===== config.mk =====
export PLATFORM = sky130hd
export DESIGN_NAME = bram_req_seq
export DESIGN_NICKNAME = d
export VERILOG_FILES = /design/src/rtl/bram_req_seq.sv
export SDC_FILE = /design/constraint.sdc
export NUM_CORES = 1
export LEC_CHECK = 0
export CORE_ASPECT_RATIO = 1.5
export CORE_UTILIZATION = 25
export CTS_CLUSTER_SIZE = 16
export DETAILED_ROUTE_END_ITERATION = 10
export MAX_ROUTING_LAYER = met4
export PLACE_DENSITY_LB_ADDON = 0.05
export SLEW_MARGIN = 20
export SYNTH_ARGS = -nofsm -noshare
export SYNTH_HDL_FRONTEND = slang
export SYNTH_SLANG_ARGS = --single-unit
export TNS_END_PERCENT = 1

===== constraint.sdc =====
create_clock -name clock -period 4.7 [get_ports clock]
set_input_delay 0.94 -clock clock [delete_from_list [all_inputs] [get_ports clock]]
set_output_delay 0.94 -clock clock [all_outputs]
set_load 0.01 [all_outputs]

===== src/rtl/bram_req_seq.sv =====
// bram_req_seq: turns a merged request token stream into single-port BRAM
// traffic. A header token selects a store burst (following tokens are written
// to consecutive addresses) or a load burst (reads are issued and returned as
// an output token stream, last word flagged).
//
// Ports
//   clock, reset             clock, asynchronous active-low reset
//   I_FTk_v/a/r/d, O_BTk_n   inbound tokens (valid/header/last/data), nack back
//   O_FTk_v/r/d, I_BTk_n     load data stream (valid/last/data), downstream nack
//   O_Mem_En/We/Addr/Wd      BRAM command, I_Mem_Rd returns one cycle after a read
//   O_Busy, O_Err            request in progress, one-cycle error pulse
module bram_req_seq #(
   parameter int unsigned WIDTH_DATA = 32,
   parameter int unsigned WIDTH_ADDR = 12
) (
   input  logic                  clock,
   input  logic                  reset,
   input  logic                  I_FTk_v,
   input  logic                  I_FTk_a,
   input  logic                  I_FTk_r,
   input  logic [WIDTH_DATA-1:0] I_FTk_d,
   output logic                  O_BTk_n,
   output logic                  O_FTk_v,
   output logic                  O_FTk_r,
   output logic [WIDTH_DATA-1:0] O_FTk_d,
   input  logic                  I_BTk_n,
   output logic                  O_Mem_En,
   output logic                  O_Mem_We,
   output logic [WIDTH_ADDR-1:0] O_Mem_Addr,
   output logic [WIDTH_DATA-1:0] O_Mem_Wd,
   input  logic [WIDTH_DATA-1:0] I_Mem_Rd,
   output logic                  O_Busy,
   output logic                  O_Err
);

   localparam int unsigned LEN_W = 12;
   localparam int unsigned CNT_W = 2;

   typedef enum logic [1:0] {IDLE, STORE, LOAD, DRAIN} state_t;

   typedef struct packed {
      logic                  last;
      logic [WIDTH_DATA-1:0] data;
   } rd_word_t;

   state_t                state_q, state_next;
   logic [WIDTH_ADDR-1:0] addr_q, addr_next;
   logic [LEN_W-1:0]      rem_q, rem_next;
   logic                  mem_last_q;
   logic                  rd_ret_q, rd_ret_last_q;

   rd_word_t              fifo_q [2];
   logic                  wr_ptr_q, rd_ptr_q;
   logic [CNT_W-1:0]      cnt_q, cnt_next;

   logic                  tok_acc, st_acc, issue, issue_last, err;
   logic [WIDTH_ADDR-1:0] issue_addr;
   logic                  rd_now, xfer, out_free, push, pop, bypass, can_issue;

   logic                  hdr_we;
   logic [LEN_W-1:0]      hdr_len;
   logic [WIDTH_ADDR-1:0] hdr_base;

   assign hdr_we   = I_FTk_d[31];
   assign hdr_len  = I_FTk_d[27:16];
   assign hdr_base = I_FTk_d[WIDTH_ADDR-1:0];

   // Read return path: FIFO bookkeeping, output-register bypass and issue gate
   always_comb begin
      rd_now   = O_Mem_En & ~O_Mem_We;
      xfer     = O_FTk_v & ~I_BTk_n;
      out_free = ~O_FTk_v | xfer;
      pop      = out_free & (cnt_q != '0);
      bypass   = out_free & (cnt_q == '0) & rd_ret_q;
      push     = rd_ret_q & ~bypass;
      cnt_next = CNT_W'(cnt_q + CNT_W'(push) - CNT_W'(pop));
      // FIFO slots still free must cover the read on the BRAM port now
      // plus the one about to be issued, whatever I_BTk_n does next.
      can_issue = (3'(cnt_next) + 3'(rd_now)) < 3'd2;
   end

   // Next-state and request control
   always_comb begin
      state_next = state_q;
      addr_next  = addr_q;
      rem_next   = rem_q;
      tok_acc    = I_FTk_v & ((state_q == IDLE) | (state_q == STORE));
      st_acc     = 1'b0;
      issue      = 1'b0;
      issue_last = 1'b0;
      issue_addr = addr_q;
      err        = 1'b0;

      case (state_q)
         IDLE: begin
            if (tok_acc) begin
               if (!I_FTk_a || (hdr_len == '0)) begin
                  err = 1'b1;
               end else if (hdr_we) begin
                  state_next = STORE;
                  addr_next  = hdr_base;
                  rem_next   = hdr_len;
               end else begin
                  // First read goes out with the header so data is back at t+3
                  state_next = LOAD;
                  issue      = 1'b1;
                  issue_addr = hdr_base;
                  issue_last = (hdr_len == LEN_W'(1));
                  addr_next  = WIDTH_ADDR'(hdr_base + WIDTH_ADDR'(1));
                  rem_next   = LEN_W'(hdr_len - LEN_W'(1));
               end
            end
         end
         STORE: begin
            if (tok_acc) begin
               st_acc    = 1'b1;
               addr_next = WIDTH_ADDR'(addr_q + WIDTH_ADDR'(1));
               rem_next  = LEN_W'(rem_q - LEN_W'(1));
               if (rem_q == LEN_W'(1)) begin
                  state_next = IDLE;
               end else if (I_FTk_r) begin
                  state_next = IDLE;
                  err        = 1'b1;
               end
            end
         end
         LOAD: begin
            if (rem_q == '0) begin
               state_next = DRAIN;
            end else if (can_issue) begin
               issue      = 1'b1;
               issue_last = (rem_q == LEN_W'(1));
               addr_next  = WIDTH_ADDR'(addr_q + WIDTH_ADDR'(1));
               rem_next   = LEN_W'(rem_q - LEN_W'(1));
               if (rem_q == LEN_W'(1)) state_next = DRAIN;
            end
         end
         DRAIN: begin
            if (xfer && O_FTk_r) state_next = IDLE;
         end
         default: state_next = IDLE;
      endcase
   end

   // State register
   always_ff @(posedge clock or negedge reset) begin
      if (!reset) state_q <= IDLE;
      else        state_q <= state_next;
   end

   // Control, BRAM command and output token registers
   always_ff @(posedge clock or negedge reset) begin
      if (!reset) begin
         addr_q        <= '0;
         rem_q         <= '0;
         mem_last_q    <= 1'b0;
         rd_ret_q      <= 1'b0;
         rd_ret_last_q <= 1'b0;
         wr_ptr_q      <= 1'b0;
         rd_ptr_q      <= 1'b0;
         cnt_q         <= '0;
         O_BTk_n       <= 1'b0;
         O_Busy        <= 1'b0;
         O_Err         <= 1'b0;
         O_Mem_En      <= 1'b0;
         O_Mem_We      <= 1'b0;
         O_Mem_Addr    <= '0;
         O_Mem_Wd      <= '0;
         O_FTk_v       <= 1'b0;
         O_FTk_r       <= 1'b0;
         O_FTk_d       <= '0;
      end else begin
         addr_q        <= addr_next;
         rem_q         <= rem_next;
         O_BTk_n       <= (state_next == LOAD) | (state_next == DRAIN);
         O_Busy        <= (state_next != IDLE);
         O_Err         <= err;
         O_Mem_En      <= issue | st_acc;
         O_Mem_We      <= st_acc;
         mem_last_q    <= issue_last;
         if (issue)       O_Mem_Addr <= issue_addr;
         else if (st_acc) O_Mem_Addr <= addr_q;
         if (st_acc)      O_Mem_Wd   <= I_FTk_d;

         // Tag travels with the read so the data and its last flag arrive together
         rd_ret_q      <= rd_now;
         rd_ret_last_q <= mem_last_q;

         cnt_q <= cnt_next;
         if (push) wr_ptr_q <= ~wr_ptr_q;
         if (pop)  rd_ptr_q <= ~rd_ptr_q;

         if (out_free) begin
            if (pop) begin
               O_FTk_v <= 1'b1;
               O_FTk_r <= fifo_q[rd_ptr_q].last;
               O_FTk_d <= fifo_q[rd_ptr_q].data;
            end else if (bypass) begin
               O_FTk_v <= 1'b1;
               O_FTk_r <= rd_ret_last_q;
               O_FTk_d <= I_Mem_Rd;
            end else begin
               O_FTk_v <= 1'b0;
               O_FTk_r <= 1'b0;
            end
         end
      end
   end

   // FIFO storage; occupancy is tracked by cnt_q, so contents need no reset
   always_ff @(posedge clock) begin
      if (push) fifo_q[wr_ptr_q] <= '{last: rd_ret_last_q, data: I_Mem_Rd};
   end

endmodule

Word-level counts from Yosys, hierarchy flattened

Memory sizes are Yosys's and may differ from the RTL's.
Index checks and enable logic that the tools add are counted.

Register bits after elaboration: 116
Memory bits (writable): 66
Input bits: 70
Output and inout port bits: 83
Logic and storage cells: 130
Memories: 1

Memories:

| memory | depth | bits a word | read ports | clocked after Yosys merged registers in | wr ports | line | text |
|---|---|---|---|---|---|---|---|
| fifo_q | 2     | 33          | 1          | 0                                       | 1        | 52   | `rd_word_t fifo_q [2];` |

$add $sub $neg: 7
Magnitude comparators: 1
Equal/unequal tests: 12
Mux-type cells: 59
Bitwise gates (word level): 17
Reduce and logical (&&, ||, !) cells: 14

Operators with widths:

| kind                  | count |
|---|---|
| $mux 12               | 18 |
| $pmux 12 s3           | 2 |
| $mux 32               | 2 |
| $add 12x1->12 const B | 2 |
| $eq 12x1->1 const B   | 2 |
| $logic_not 12->1      | 2 |
| $sub 12x1->12 const B | 2 |
| $mux 1                | 23 |
| $mux 2                | 10 |
| $ne 2x2->1 const B    | 5 |
| $eq 2x2->1 const B    | 4 |
| $pmux 2 s4            | 1 |
| $reduce_bool 2->1     | 4 |
| $and 1x1->1           | 7 |
| $not 1->1             | 6 |
| $pmux 1 s2            | 3 |
| $reduce_and 6->1      | 1 |
| $logic_not 2->1       | 2 |
| $or 1x1->1            | 4 |
| $add 2x1->3           | 1 |
| $lt 3x2->1 const B    | 1 |
| $reduce_bool 3->1     | 1 |
| $add 2x1->2           | 1 |
| $eq 2x1->1 const B    | 1 |
| other kinds (5)       | 5 |

Depth between registers and ports, before layout

Gate-level depths: netlist of the first run.

Depth in word-level cells: 16
Gate-level depth with buffers: 14
Gate-level depth less buffers: 12

Least setup slack after synthesis of the first run

No wires, ideal clock.

Kind: input to register
Start point: input I_BTk_n
End point: register rem_q[2]
Setup time: 0.126 ns
Arrival: 3.362 ns
Data required time: 4.574 ns
Setup slack: 1.213 ns
Stages: 11
Buffers on the path: 3
Cell sequence: a21oi_1 > clkbuf_1 > clkbuf_1 > ha_1 > inv_1 > ha_1 > xor3_1 > and4bb_2 > o21ai_2 > buf_4 > a221o_1

Longest elaborated chain between the ends: 13
Elaborated cells on any way between the ends: 14
Those cells by class: 3 x add/sub; 1 x order compare; 1 x eq/ne; 8 x bitwise; 1 x reduce/logical

Ends and longest elaborated chain:

| what                           | line | text |
|---|---|---|
| start: declaration             | 26   | `input logic I_BTk_n,` |
| $not 1->1 (*)                  | 71   | `xfer = O_FTk_v & ~I_BTk_n;` |
| $and 1x1->1 (*)                | 71   |  |
| $or 1x1->1 (*)                 | 72   | `out_free = ~O_FTk_v \| xfer;` |
| $and 1x1->1 (2 in series)      | 74   | `bypass = out_free & (cnt_q == '0) & rd_ret_q;` |
| $not 1->1                      | 75   | `push = rd_ret_q & ~bypass;` |
| $and 1x1->1                    | 75   |  |
| $add 2x1->2                    | 76   | `cnt_next = CNT_W'(cnt_q + CNT_W'(push) - CNT_W'(pop));` |
| $sub 2x1->2 (*)                | 76   |  |
| named net cnt_next[1]          | 54   | `logic [CNT_W-1:0] cnt_q, cnt_next;` |
| $add 2x1->3 (*)                | 79   | `can_issue = (3'(cnt_next) + 3'(rd_now)) < 3'd2;` |
| $lt 3x2->1 (*)                 | 79   |  |
| $ne 2x2->1 (no line) (*)       | -    |  |
| $reduce_and 6->1 (no line) (*) | -    |  |
| end signal: assignment         | 174  | `rem_q <= rem_next;` |
| end: declaration               | 48   | `logic [LEN_W-1:0] rem_q, rem_next;` |

Mark *: on every way through the listed nets, which the timed path passes. The rest lies on a longest branch.
A chain may end at the register's enable or synchronous reset.

Worst setup path in the final report of the first run

Start point: input I_BTk_n
End point: register rem_q[8]

Same word-level chain as after synthesis.

==> summary.md, run 1 <==
| Metric | Value |
|---|---|
| Rel. slew slack | `36.03%` |
| Type of the worst setup path | `primary input to register` |
| IO Pins | `153` |
| Die H | `225.5 µm` |
| Final core occ | `approximately 33%` |
| Num CTS Buffers | `17` |
| Final setup vio count | `0` |
| Most common cell on crit path | `nand2_1` |
| Setup TNS | `0 ns` |
| Longest Clk Path Bufs | `2` |
| Fillers | `3332` |
| Count of input and output buffers | `~150` |
| Synth Flop Type | `dfrtp_1` |
| Most common cell after layout, fill and taps aside | `clkdlybuf4s50_1` |
| Switch share | `37.03%` |
| Worst-path cell chain | `clkdlybuf4s50_1 -> nand2_1 -> nand2_1 -> nand2_1 -> ha_1 -> inv_1 -> ha_1 -> xor3_1 -> and4bb_2 -> o21a_4 -> a31o_1 -> a221oi_1` |
| Vias | `5997` |
| Syn Area/Cell | `11.39 µm²` |
| Post-CTS Hold Buffers | `0` |
| Grt met2 use | `25.48%` |
| Post-DP HPWL | `15750 µm` |
| Post-synth EDFFs | `66` |
| Crit-path slowest cell | `clkdlybuf4s50_1` |
| # DRC | `0` |
| Initial antenna violation count | `0` |
| Max H-tree Level | `4` |
| Post-synth cell types | `64` |
| Post-Synthesis Cells | `731` |
| Drt first pass iters | `4` |
| Met3 Resource Use GR | `2.874%` |
| Fin. max-slew vios | `0` |
| Max Cap Viol | `0` |
| WL/cell | `17.40 µm` |
| Minimum clock period | `3.569 ns` |
| Area of placed instances | `between 10000 and 15000 µm²` |
| Synth area leader | `dfrtp_1` |
| Placer Congestion | `0.7987` |
| Nets | `960` |
| Worst slew pin tran | `between 0.9 and 1 ns` |
| Hold WC Path Type | `register to register` |
| Busiest grt layer | `met2` |
| Final worst-path cycle share | `75.94%` |
| RSZ-0062 raised after global routing | `false` |
| Clk_lat worst skew | `0.45 ns` |
| Post-synthesis sequential area ratio | `58.38%` |
| WP data arrival | `3.90 ns` |
| Worst endpoint required time | `between 5 and 6 ns` |
| Met1 Use GR | `around 16%` |
| Post-route ant nets | `0` |
| Vias/cell | `4.599` |
| Worst clock skew | `0.009805 ns` |
| CP endpoint kind | `register` |
| Area delta synth->final | `31.11%` |
| VDD IR max | `around 260 µV` |
| Clock power share | `roughly a fifth` |
| Cell Area, Synth | `8324 µm²` |
| Root Buffer | `clkbuf_16` |
| Synth top area share | `34.57%` |
| Clock sinks | `roughly 180` |
| Most frequent cells in the layout | `clkdlybuf4s50_1, nand2_1, dfrtp_1, o21ai_0, edfxtp_1` |
| Top post-synthesis cells by area | `dfrtp_1, edfxtp_1, mux2i_1, o21ai_0, nand2_1` |
| Number of global-route vias before repair | `6245` |
| Site Rows | `81` |
| Async SR Flop Fraction | `63.54%` |
| Chip width | `151.0 µm` |
| Ant diodes | `0` |
| Internal Power | `around 4.6 mW` |
| Global-route wire length before repair | `35600 µm` |
| Final Hold Fails | `0` |
| Share of cells above drive strength 1 | `approximately a tenth` |
| Design Area, Final | `10910 µm²` |
| Largest net degree at the start of global routing | `90` |
| Starting DRT DRC Count | `279` |
| Status | `finished clean` |
| GRT overflow | `0` |
| Sequential share of power | `37.3%` |
| Worst-path fanout max | `31` |
| Starting Density | `between 20% and 30%` |
| Leak Pwr | `roughly 4.2 nW` |
| F_max | `about 280 MHz` |
| Core area | `32740 µm²` |
| Post-CTS Setup Bufs | `0` |
| Power Density | `668.0 nW/µm²` |
| Post-CTS Resized | `0` |
| Comb power frac | `42.5%` |
| GRT Total Usage | `between 10 and 15%` |
| Net Count, Synth | `815` |
| TritonCTS clock tree | `done` |
| Clk slew on worst S/H paths | `0.06 ns` |
| Syn. warnings | `0` |
| CP Launch Type | `primary input` |
| Final WS setup | `1.131 ns` |
| Pre-CTS setup slack | `about 0.67 ns` |
| Final wirelength | `22690 µm` |
| Yosys reg bits | `181` |
| Power consumption | `7.291 mW` |
| CP peak stage delay | `0.54 ns` |
| DIE AREA | `34050 µm²` |
| NetSw | `2.700 mW` |
cell usage after synthesis, types with 3 or more instances:
cell      instances
clkbuf_1         22
xor2_1           10
a221oi_1          4
a21oi_1          26
o21ai_0          94
nand4_1           5
buf_1             4
o22ai_1           7
or3_1             5
buf_4             6
nor4_1            4
xnor2_1          13
nand2b_1          5
or2_2             3
ha_1             14
nand3_1           8
mux2_2           29
and3_1            5
nor2_1           33
nor2b_1           4
dfrtp_1         115
nor3_1           17
mux2i_1          47
buf_2             3
edfxtp_1         66
o31ai_1           3
nand2_1         117
a221o_1           3
inv_1            13
worst max-delay path: cells and delay by family:
| family | cells | cell delay, ns |
|---|---|---|
| AO/OA/AOI/OAI | 3 | 0.88 |
| XOR/XNOR | 1 | 0.23 |
| adder cells (fa/ha/maj) | 2 | 0.50 |
| buffers and inverters | 2 | 0.58 |
| AND/OR/NAND/NOR | 4 | 0.76 |
through the flow:
stage          cells  hold slack, ns
2_1_floorplan    731          0.3312
3_3_place_gp    1271          0.3397
3_5_place_dp    1272          0.3477
4_1_cts         1304          0.3631
5_1_grt         1304          0.3794
6_report        1304          0.3612
state kept, by name (all words and copies together) (netlist names), 2 cells and up:
signal      cells
O_FTk_d        32
fifo_q         66
O_Mem_Wd       32
O_Mem_Addr     12
cnt_q           2
rem_q          12
addr_q         12
routing by layer:
metal	wire, µm	vias up
met4	335	0
met5	0	-
met1	9290	2922
li1	-	2922
met2	12200	133
met3	864	20
cell families after synthesis:
family	after synthesis	share of synthesized area (%)
and+or+nand+nor	226	13.29
adders and majority gates	14	2.104
buffers and inverters	50	2.660
xor gates and xnor gates	24	2.705
AOI/OAI and AO/OA	160	11.29
DFF	181	58.38
muxes	76	9.575
path summary, 6_finish.rpt:
check | start | end | slack (ns) | depth (start not counted)
worst min register to register | mem_last_q | rd_ret_last_q | 0.36 | 0
worst max register to register | cnt_q[1] | rem_q[8] | 1.61 | 12
worst max-delay path | I_BTk_n | rem_q[8] | 1.13 | 12
max in group asynchronous | reset | O_Mem_Wd[5] | 3.15 | 2
worst min-delay path | mem_last_q | rd_ret_last_q | 0.36 | 0
min in group asynchronous | reset | O_FTk_d[8] | 0.60 | 1
cell type report:
| cell class | count | area [µm²] | area share [%] |
|---|---|---|---|
| flip-flops and latches | 181 | 4861 | 44.54 |
| repair buffers | 162 | 1618 | 14.82 |
| clock buffers | 18 | 429.2 | 3.932 |
| inverters | 14 | 52.55 | 0.4815 |
| well taps | 415 | 519.2 | 4.758 |
| multi-input cells | 500 | 3277 | 30.02 |
| clock inverters | 14 | 157.7 | 1.444 |
power by group through the flow:
| stage | registers, mW | logic (mW) | clock network [mW] |
|---|---|---|---|
| global placement | 2.74 | 3.10 | 0 |
| floorplan | 2.79 | 1.73 | 0 |
| detailed placement | 2.76 | 3.16 | 0 |
| global route | 2.81 | 3.47 | 1.59 |
| finish | 2.72 | 3.10 | 1.47 |
| CTS | 2.74 | 3.18 | 1.53 |
No activity file was read; power rests on OpenSTA's default activity.
==> run 2, diff against run 1 <==
==> constraint.sdc (replaced) <==
create_clock -name clock -period 3.7 [get_ports clock]
set_input_delay 0.74 -clock clock [delete_from_list [all_inputs] [get_ports clock]]
set_output_delay 0.74 -clock clock [all_outputs]
set_load 0.01 [all_outputs]
==> summary.md, run 2 (synthesized netlist as in run 1, its figures left out) <==
| Metric | Value |
|---|---|
| Status | `finished clean` |
| Leak Pwr | `around 4.3 nW` |
| Post-DP HPWL | `between 15000 and 20000 µm` |
| IO Pins | `153` |
| Crit-path slowest cell | `clkdlybuf4s50_1` |
| Post-route ant nets | `0` |
| Root Buffer | `clkbuf_16` |
| Final Hold Fails | `0` |
| Number of global-route vias before repair | `6466` |
| Top flop regs | `fifo_q: 66 flops, O_FTk_d: 32 flops, O_Mem_Wd: 32 flops` |
| Post-CTS Setup Bufs | `0` |
| CP endpoint kind | `register` |
| Worst-path fanout max | `18` |
| Final setup vio count | `0` |
| Worst slew pin tran | `between 0.9 and 1 ns` |
| Most common cell after layout, fill and taps aside | `clkdlybuf4s50_1` |
| FF-to-FF setup slack | `between 0.7 and 0.8 ns` |
| GRT overflow | `0` |
| Setup TNS | `0 ns` |
| Nets | `966` |
| TritonCTS clock tree | `done` |
| VDD IR max | `343.1 µV` |
| Post-CTS Hold Buffers | `0` |
| Final WS setup | `roughly 0.65 ns` |
| Fillers | `3308` |
| Area of the multi-input gates | `3277 µm²` |
| Vias | `roughly 6000` |
| Max Cap Viol | `0` |
| Global-route wire length before repair | `between 30000 and 40000 µm` |
| WP data arrival | `roughly 3.4 ns` |
| Core area | `between 30000 and 40000 µm²` |
| Starting DRT DRC Count | `about 270` |
| Site Rows | `81` |
| Chip width | `between 150 and 200 µm` |
| Worst Hold Path EP | `rd_ret_last_q` |
| Worst clock skew | `0.008473 ns` |
| R2R Path Start | `cnt_q[1]` |
| Clock sinks | `181` |
| Worst hold path stage count | `0` |
| # DRC | `0` |
| Fin. max-slew vios | `0` |
| Worst-path cell chain | `clkdlybuf4s50_1 -> nand2_1 -> nand2_1 -> nand2_1 -> ha_1 -> inv_1 -> ha_1 -> xor3_1 -> and4bb_2 -> o21a_4 -> buf_4 -> a21oi_1 -> a21oi_1` |
| Max H-tree Level | `4` |
| Rel. slew slack | `34.97%` |
| Min-delay src | `mem_last_q` |
| CP Launch Type | `primary input` |
| Starting Density | `25.43%` |
| Reg2Reg Depth | `12` |
| Largest net degree at the start of global routing | `82` |
| Num CTS Buffers | `17` |
| Ant diodes | `0` |
| Die H | `225.5 µm` |
| Hold WC Path Type | `register to register` |
| Design Area, Final | `between 10000 and 15000 µm²` |
| Area of placed instances | `10380 µm²` |
| R2r endpoint | `addr_q[9]` |
| Reg area | `about 4900 µm²` |
| Placer Congestion | `0.7693` |
| Most frequent cells in the layout | `clkdlybuf4s50_1, nand2_1, dfrtp_1, o21ai_0, edfxtp_1` |
| Type of the worst setup path | `primary input to register` |
| Longest Clk Path Bufs | `2` |
| Max FFs per register | `66` |
| Share of cells above drive strength 1 | `11.06%` |
| RSZ-0062 raised after global routing | `false` |
| Drt first pass iters | `4` |
| Final wirelength | `22760 µm` |
| Pre-CTS setup slack | `0.1892 ns` |
| Final core occ | `between 30 and 40%` |
| Worst endpoint required time | `between 4 and 5 ns` |
| Most common cell on crit path | `nand2_1` |
| Initial antenna violation count | `0` |
| Minimum clock period | `3.049 ns` |
| Power Density | `858.2 nW/µm²` |
| Area delta synth->final | `32.54%` |
| Clk slew on worst S/H paths | `0.07 ns` |
| WL/cell | `17.38 µm` |
| Vias/cell | `about 4.6` |
| GRT Total Usage | `between 10% and 20%` |
| Clk_lat worst skew | `0.44 ns` |
| F_max | `328.0 MHz` |
| Count of input and output buffers | `152` |
| Final worst-path cycle share | `82.40%` |
| Post-CTS Resized | `0` |
| CP peak stage delay | `around 0.50 ns` |
| Top reg by flops | `fifo_q` |
| DIE AREA | `34050 µm²` |
run 2: worst max path at each step:
stage | startpoint | to | slack, ns | cells past startpoint
2_1_floorplan | I_BTk_n | rem_q[2] | 0.41 | 11
3_3_place_gp | I_BTk_n | addr_q[4] | 0.25 | 13
3_5_place_dp | I_BTk_n | addr_q[3] | 0.19 | 13
4_1_cts | I_BTk_n | addr_q[10] | 0.65 | 13
5_1_grt | I_BTk_n | addr_q[9] | 0.40 | 13
6_report | I_BTk_n | addr_q[9] | 0.65 | 13
run 2: area by class of cell:
| class | count | share of cell area [%] |
|---|---|---|
| multi-input cells | 500 | 29.70 |
| well taps | 415 | 4.706 |
| inverters | 14 | 0.4763 |
| clock buffers | 18 | 3.890 |
| flip-flops and latches | 181 | 44.06 |
| repair buffers | 168 | 15.12 |
| clock inverters | 14 | 2.053 |
run 2: power breakdown:
group	internal [mW]	switching, mW	total (mW)
combinational	1.92	2.04	3.96
sequential	2.89	0.579	3.47
clock	1.21	0.828	2.04
run 2: worst max-delay path: cells and delay by family:
family | cells | cell delay, ns
XOR/XNOR | 1 | 0.25
adder cells (fa/ha/maj) | 2 | 0.43
AO/OA/AOI/OAI | 3 | 0.48
buffers and inverters | 3 | 0.81
AND/OR/NAND/NOR | 4 | 0.69
run 2: stage by stage:
stage	instances	hold slack, ns	power (mW)
after floorplan	731	0.3312	5.740
final	1310	0.3575	9.468
after global routing	1310	0.3670	10.23
after CTS	1310	0.3616	9.691
after global placement	1278	0.3412	7.516
after detailed placement	1278	0.3477	7.586
run 2: per-layer routing:
metal | vias to the layer above | global-route usage, % | part of all wire [%]
li1 | 2935 | - | -
met1 | 2937 | 16.13 | 41
met2 | 132 | 26.31 | 54
met3 | 24 | 2.652 | 3.2
met4 | 0 | 4.839 | 1.7
met5 | - | - | 0
